## config.mk

```make
export PLATFORM = sky130hd
export DESIGN_NAME = lag_measure_multi
export DESIGN_NICKNAME = d
export VERILOG_FILES = /design/src/rtl/lag_pkg.sv /design/src/rtl/lag_channel.sv /design/src/rtl/lag_measure_multi.sv
export SDC_FILE = /design/constraint.sdc
export NUM_CORES = 1
export LEC_CHECK = 0
export BUFFER_PORTS_ARGS = -buffer_cell sky130_fd_sc_hd__buf_2
export CORE_ASPECT_RATIO = 0.8
export CORE_MARGIN = 2
export CORE_UTILIZATION = 41
export DETAILED_ROUTE_END_ITERATION = 10
export HOLD_SLACK_MARGIN = 0.03
export SKIP_CTS_REPAIR_TIMING = 1
export SLEW_MARGIN = 10
export SYNTH_ARGS = -nofsm -noshare
export SYNTH_HDL_FRONTEND = slang
export SYNTH_HIERARCHICAL = 1
export SYNTH_SLANG_ARGS = --single-unit
```

## constraint.sdc

```tcl
create_clock -name clock -period 3.2 [get_ports clock]
set_input_delay 0.16 -clock clock [delete_from_list [all_inputs] [get_ports clock]]
set_output_delay 0.16 -clock clock [all_outputs]
set_load 0.03 [all_outputs]
```

## src/rtl/lag_pkg.sv

```systemverilog
// Shared types and constants for the multi-channel lag measurement engine.
package lag_pkg;

  typedef enum logic {
    IDLE  = 1'b0,
    COUNT = 1'b1
  } lag_state_t;

  localparam int SYNC_STAGES = 2;

  // Wide all-ones pattern; channels slice it down to the lag width for min reset
  localparam logic [63:0] MIN_RESET = '1;

endpackage

```

## src/rtl/lag_channel.sv

```systemverilog
// One lag channel: sensor synchroniser, debounce, timing FSM and min/max/block-average statistics.
module lag_channel
  import lag_pkg::*;
#(
  parameter int CNT_W         = 16,
  parameter int AVG_LOG2      = 4,
  parameter int DEBOUNCE      = 16,
  parameter int TIMEOUT_TICKS = 20000
) (
  input  logic             clock,
  input  logic             rstn,
  input  logic             start,
  input  logic             tick,
  input  logic             clear_stats,
  input  logic             sensor,
  output logic             busy,
  output logic             meas_valid,
  output logic             timeout,
  output logic [CNT_W-1:0] lag_cur,
  output logic [CNT_W-1:0] lag_min,
  output logic [CNT_W-1:0] lag_max,
  output logic [CNT_W-1:0] lag_avg
);

  localparam int DB_W  = $clog2(DEBOUNCE + 1);
  localparam int SUM_W = CNT_W + AVG_LOG2;
  localparam int N_W   = AVG_LOG2 + 1;

  localparam logic [DB_W-1:0]  DB_LAST  = DB_W'(DEBOUNCE - 1);
  localparam logic [N_W-1:0]   N_LAST   = N_W'((2 ** AVG_LOG2) - 1);
  localparam logic [CNT_W-1:0] CNT_LAST = CNT_W'(TIMEOUT_TICKS - 1);
  localparam logic [CNT_W-1:0] MIN_INIT = MIN_RESET[CNT_W-1:0];

  logic [SYNC_STAGES-1:0] sync_q;
  logic                   synced;
  logic [DB_W-1:0]        db_cnt;
  logic                   deb_level;
  logic                   level_flip;
  logic                   hit;

  lag_state_t       state;
  logic [CNT_W-1:0] cnt;
  logic [SUM_W-1:0] sum_q;
  logic [N_W-1:0]   n_q;
  logic             take_sample;

  logic [CNT_W-1:0] base_min, base_max, base_avg;
  logic [SUM_W-1:0] base_sum, sum_plus;
  logic [N_W-1:0]   base_n;
  logic [CNT_W-1:0] min_next, max_next, avg_next;
  logic [SUM_W-1:0] sum_next;
  logic [N_W-1:0]   n_next;

  assign synced = sync_q[SYNC_STAGES-1];

  always_ff @(posedge clock or negedge rstn) begin
    if (!rstn) sync_q <= '0;
    else       sync_q <= {sync_q[SYNC_STAGES-2:0], sensor};
  end

  // The debounced level only moves after DEBOUNCE consecutive disagreeing samples
  assign level_flip = (synced != deb_level) && (db_cnt == DB_LAST);
  assign hit        = level_flip && synced;

  always_ff @(posedge clock or negedge rstn) begin
    if (!rstn) begin
      db_cnt    <= '0;
      deb_level <= 1'b0;
    end else if (synced == deb_level) begin
      db_cnt <= '0;
    end else if (level_flip) begin
      deb_level <= synced;
      db_cnt    <= '0;
    end else begin
      db_cnt <= db_cnt + DB_W'(1);
    end
  end

  // A restart on the same edge discards the hit, so only accepted hits feed statistics
  assign take_sample = (state == COUNT) && hit && !start;

  always_comb begin
    base_min = clear_stats ? MIN_INIT : lag_min;
    base_max = clear_stats ? '0 : lag_max;
    base_avg = clear_stats ? '0 : lag_avg;
    base_sum = clear_stats ? '0 : sum_q;
    base_n   = clear_stats ? '0 : n_q;
    sum_plus = base_sum + SUM_W'(cnt);
    min_next = (cnt < base_min) ? cnt : base_min;
    max_next = (cnt > base_max) ? cnt : base_max;
    avg_next = base_avg;
    sum_next = sum_plus;
    n_next   = base_n + N_W'(1);
    if (base_n == N_LAST) begin
      avg_next = CNT_W'(sum_plus >> AVG_LOG2);
      sum_next = '0;
      n_next   = '0;
    end
  end

  always_ff @(posedge clock or negedge rstn) begin
    if (!rstn) begin
      lag_min <= MIN_INIT;
      lag_max <= '0;
      lag_avg <= '0;
      sum_q   <= '0;
      n_q     <= '0;
    end else begin
      lag_min <= take_sample ? min_next : base_min;
      lag_max <= take_sample ? max_next : base_max;
      lag_avg <= take_sample ? avg_next : base_avg;
      sum_q   <= take_sample ? sum_next : base_sum;
      n_q     <= take_sample ? n_next   : base_n;
    end
  end

  // Priority inside COUNT: restart, then hit, then timeout on the wrapping tick
  always_ff @(posedge clock or negedge rstn) begin
    if (!rstn) begin
      state      <= IDLE;
      cnt        <= '0;
      busy       <= 1'b0;
      meas_valid <= 1'b0;
      timeout    <= 1'b0;
      lag_cur    <= '0;
    end else begin
      meas_valid <= 1'b0;
      timeout    <= 1'b0;
      case (state)
        IDLE: begin
          if (start) begin
            state <= COUNT;
            cnt   <= '0;
            busy  <= 1'b1;
          end
        end
        COUNT: begin
          if (start) begin
            cnt <= '0;
          end else if (hit) begin
            lag_cur    <= cnt;
            meas_valid <= 1'b1;
            busy       <= 1'b0;
            state      <= IDLE;
          end else if (tick) begin
            if (cnt == CNT_LAST) begin
              timeout <= 1'b1;
              busy    <= 1'b0;
              state   <= IDLE;
            end else begin
              cnt <= cnt + CNT_W'(1);
            end
          end
        end
        default: state <= IDLE;
      endcase
    end
  end

endmodule

```

## src/rtl/lag_measure_multi.sv

```systemverilog
// N-channel lag measurement top: shared tick prescaler and packing of per-channel results.
module lag_measure_multi
  import lag_pkg::*;
#(
  parameter int CHANNELS      = 2,
  parameter int TICK_DIV      = 2700,
  parameter int CNT_W         = 16,
  parameter int AVG_LOG2      = 4,
  parameter int DEBOUNCE      = 16,
  parameter int TIMEOUT_TICKS = 20000
) (
  input  logic                      clock,
  input  logic                      rstn,
  input  logic                      start,
  input  logic                      clear_stats,
  input  logic [CHANNELS-1:0]       sensor,
  output logic [CHANNELS-1:0]       busy,
  output logic [CHANNELS-1:0]       meas_valid,
  output logic [CHANNELS-1:0]       timeout,
  output logic [CHANNELS*CNT_W-1:0] lag_cur,
  output logic [CHANNELS*CNT_W-1:0] lag_min,
  output logic [CHANNELS*CNT_W-1:0] lag_max,
  output logic [CHANNELS*CNT_W-1:0] lag_avg
);

  localparam int PRE_W = $clog2(TICK_DIV + 1);

  logic [PRE_W-1:0] presc;
  logic             tick;

  assign tick = (presc == PRE_W'(TICK_DIV - 1));

  // Clearing on start aligns tick boundaries to the start edge, so lag is floor(cycles/TICK_DIV)
  always_ff @(posedge clock or negedge rstn) begin
    if (!rstn)             presc <= '0;
    else if (start || tick) presc <= '0;
    else                   presc <= presc + PRE_W'(1);
  end

  for (genvar k = 0; k < CHANNELS; k++) begin : g_ch
    lag_channel #(
      .CNT_W         (CNT_W),
      .AVG_LOG2      (AVG_LOG2),
      .DEBOUNCE      (DEBOUNCE),
      .TIMEOUT_TICKS (TIMEOUT_TICKS)
    ) u_ch (
      .clock       (clock),
      .rstn        (rstn),
      .start       (start),
      .tick        (tick),
      .clear_stats (clear_stats),
      .sensor      (sensor[k]),
      .busy        (busy[k]),
      .meas_valid  (meas_valid[k]),
      .timeout     (timeout[k]),
      .lag_cur     (lag_cur[k*CNT_W +: CNT_W]),
      .lag_min     (lag_min[k*CNT_W +: CNT_W]),
      .lag_max     (lag_max[k*CNT_W +: CNT_W]),
      .lag_avg     (lag_avg[k*CNT_W +: CNT_W])
    );
  end

endmodule

```

==> flow_metrics.py <==
metrics = {
    "sta": {
        "drv_slew": 0,
        "final-hold-violation-count": 0,
        "worst_pin_slew_ns": 0.952,
        "tns_ns": 0,
        "finalCritPeriodShare_pct": 86.5,
        "rsz0062_at_grt": "false",
        "clock_skew_ns": 0.0167,
        "relSlewSlack_pct": 36.1,
        "finalSetupViolations": 0,
        "clock.fmax_mhz": 361,
        "min_period_ns": 2.77,
    },
    "setup_path": {
        "ff2ff_setup_slack_ns": 0.43,
        "rr_startpoint": "g_ch[0].u_ch/cnt[0]",
        "critPathLaunchType": "flip-flop",
        "cp_max_fo": 8,
        "cp-end-kind": "flip-flop",
        "cp.arrival_ns": 3.21,
        "cp-endpoint": "g_ch[0].u_ch/sum_q[18]",
        "rr_worst_depth": 10,
        "crit_type": "flip-flop to flip-flop",
        "critPathLaunch": "g_ch[0].u_ch/cnt[0]",
        "r2r-end": "g_ch[0].u_ch/sum_q[18]",
        "critPathRequiredTime_ns": 3.64,
    },
    "routing": {
        "drc": 0,
        "drt-total-wl_um": 36800,
        "dr.pass1.iters": 5,
        "detail-route-antenna-nets": 0,
        "wire_per_inst_um": 18.2,
        "vias_per_cell": 5.43,
        "vias": 11000,
        "drt-initial-drc-count": 686,
    },
    "run_status": {
        "status": "complete, no violations",
    },
    "die": {
        "fp.dieW_um": 209,
        "io_pins": 140,
        "rows": 59,
        "die_y_um": 168,
        "core_area_um2": 32800,
        "dieArea_um2": 35000,
        "start_util_pct": 41.9,
    },
    "pwr": {
        "power_frac_seq_pct": 45.0,
        "p_leak_nw": 7.82,
        "power.total_w": 0.00705,
        "ir_drop_v": 0.000396,
        "sw_frac_of_total_pct": 22.6,
        "p_int_w": 0.00546,
        "combPwrFrac_pct": 4.2,
        "p_sw_w": 0.00159,
        "power_density_nw_per_um2": 437,
        "clkPwrFrac_pct": 50.8,
    },
    "logic_synthesis": {
        "synth_edf_count": 0,
        "synth-warning-count": 6,
        "syn_area_per_cell_um2": 9.70,
        "postSynthNetCount": 1527,
        "synth.cell_area_um2": 13700,
        "yosysSeqAreaShare_pct": 45.1,
        "async_flop_share_pct": 100,
        "ys_ff_latch": 246,
        "synthFlopType": "dfrtp_1",
        "yosysUniqueCellTypes": 86,
        "syn_inst": 1415,
    },
    "clocking": {
        "cts_buffer_depth": 3,
        "clock_sink_count": 246,
        "clockRootBuffer": "clkbuf_16",
        "clk_latency_ns": 0.56,
        "htreeDepth": 1,
        "numCtsBuffers": 28,
        "cts.clk_slew.worst_paths_ns": 0.06,
        "cts_tree": "done",
    },
    "cells_and_area": {
        "syn2layout_area_growth_pct": 17.6,
        "final_nets": 1683,
        "multi_input_area_um2": 7100,
        "antenna_cells": 0,
        "num-fill-cells": 3106,
        "layout_common_cells": "dfrtp_1 (214), nand2_1 (158), buf_2 (138)",
        "final_common_cell": "dfrtp_1",
        "seq_area_um2": 6200,
        "layout-drive-gt1-share_pct": 18.6,
    },
    "place": {
        "gp_congestion": 0.889,
        "portBuffers": 139,
        "place_hpwl_um": 26700,
    },
    "global_routing": {
        "grt_pass1_wl_um": 59800,
        "grt_pass1_vias": 10700,
        "antenna_found_initial": 0,
        "grt_usage_pct": 21.2,
        "grt_start_max_net_pins": 99,
        "overflow": 0,
    },
    "job": {
        "max-cap-violations": 0,
    },
    "hold_path": {
        "min_from": "clear_stats",
        "hold_class": "primary input to flip-flop",
    },
}
cell type report:
class / instances / share of cell area [%]
flip-flops and latches: 246 / 38.4
clock buffers: 38 / 4.94
inverters: 54 / 1.26
clock inverters: 13 / 1.49
well taps: 427 / 3.31
multi-input cells: 1061 / 44.0
repair buffers: 180 / 6.66
synthesized netlist by cell type (3+ instances only):
library cell  instances  area share [%]
or3_1                 5            0.23
o31a_1                3            0.19
buf_2                 9            0.33
nand4b_1              3            0.19
dfrtp_1             214              39
a21o_1               26             1.4
buf_4                 3            0.16
or3_2                 6            0.33
a211oi_1              9            0.49
nor2_1              111             3.0
mux2_2                6            0.49
dfstp_2              32             6.1
clkbuf_1             31            0.85
o21a_1                8            0.44
xnor2_1              39             2.5
nor2b_1              53             2.4
o31ai_1              15            0.82
nand2_1             158             4.3
mux2i_1              49             3.6
a21boi_0              3            0.16
or4_1                 5            0.27
nand2b_1              8            0.36
or2_2                 4            0.18
and3_1               22             1.0
inv_1                54             1.5
nor4_1                9            0.41
nor3b_1               3            0.16
o21ai_0             116             4.2
a311o_1               3            0.22
a21oi_1              78             2.8
nand4_1              24             1.1
and2_1                7            0.32
o2bb2ai_1            18             1.1
o21ai_1               3            0.11
nand3b_1              3            0.16
xor2_1               15            0.96
ha_1                104             9.5
buf_6                 3            0.25
nor3_1               18            0.66
buf_1                 8            0.22
nand3_1              60             2.2
o211ai_1              4            0.22
and4_1                3            0.19
how the worst min path moves through the flow:
stage / end / depth (start not counted)
6_report: g_ch[1].u_ch/sum_q[1] / 4
5_1_grt: g_ch[1].u_ch/sum_q[1] / 4
4_1_cts: g_ch[1].u_ch/lag_avg[6] / 1
3_5_place_dp: g_ch[1].u_ch/lag_avg[8] / 1
3_3_place_gp: g_ch[1].u_ch/lag_avg[10] / 1
2_1_floorplan: g_ch[0].u_ch/busy / 0
power groups by stage:
stage	registers [W]	clock network (W)	logic (W)
global placement	0.00323	0	0.000292
CTS	0.00317	0.00367	0.000301
floorplan	0.00322	0	0.000146
detailed placement	0.00323	0	0.000299
global route	0.00317	0.00382	0.000339
finish	0.00317	0.00358	0.000299
flip-flops by register name, summed over array words and instances, names as in the netlist, 12 cells and up:
register,count
g_ch.u_ch/sum_q,40
g_ch.u_ch/cnt,32
g_ch.u_ch/lag_min,32
g_ch.u_ch/lag_avg,32
presc,12
g_ch.u_ch/lag_max,32
g_ch.u_ch/lag_cur,32
routing by layer:
metal  GRT usage (%)  vias to the layer above  share of wire, %
met1            32.9                     5356                51
li1                -                     5364                 -
met3            3.23                       35               4.6
met5               0                        -                 0
met4            3.51                        0               1.4
met2            31.5                      209                43
cells by family after synthesis:
logic type / count (synthesis) / share of synthesized area [%]
compound gates: 323 / 15.3
fa+ha+maj: 106 / 9.77
xor+xnor: 54 / 3.44
mux: 56 / 4.15
simple gates: 522 / 19.0
flops: 246 / 45.1
buf+inv: 108 / 3.28
stage by stage:
stage               instances  hold WS [ns]  util (%)  cell area [µm²]  worst slack [ns]
detailed placement       1963      -0.00741      45.9            15100             0.323
floorplan                1415        -0.136         -            13700             0.256
finish                   2019         0.132      49.3            16100             0.432
global placement         1963      -0.00926      45.9            15100             0.296
CTS                      2014        -0.602      49.1            16100             0.431
global route             2019         0.143      49.3            16100             0.226
worst max-delay path, stage by stage, from the launching register on:
cell       delay (ns)
dfrtp_1          0.52
ha_1             0.24
inv_1            0.06
fa_1             0.40
nand2b_1         0.19
a21oi_1          0.19
o2111ai_1        0.15
nand2_1          0.21
a41oi_1          0.22
a21o_1           0.22
mux2_2           0.25
(Power assumes the default switching activity.)
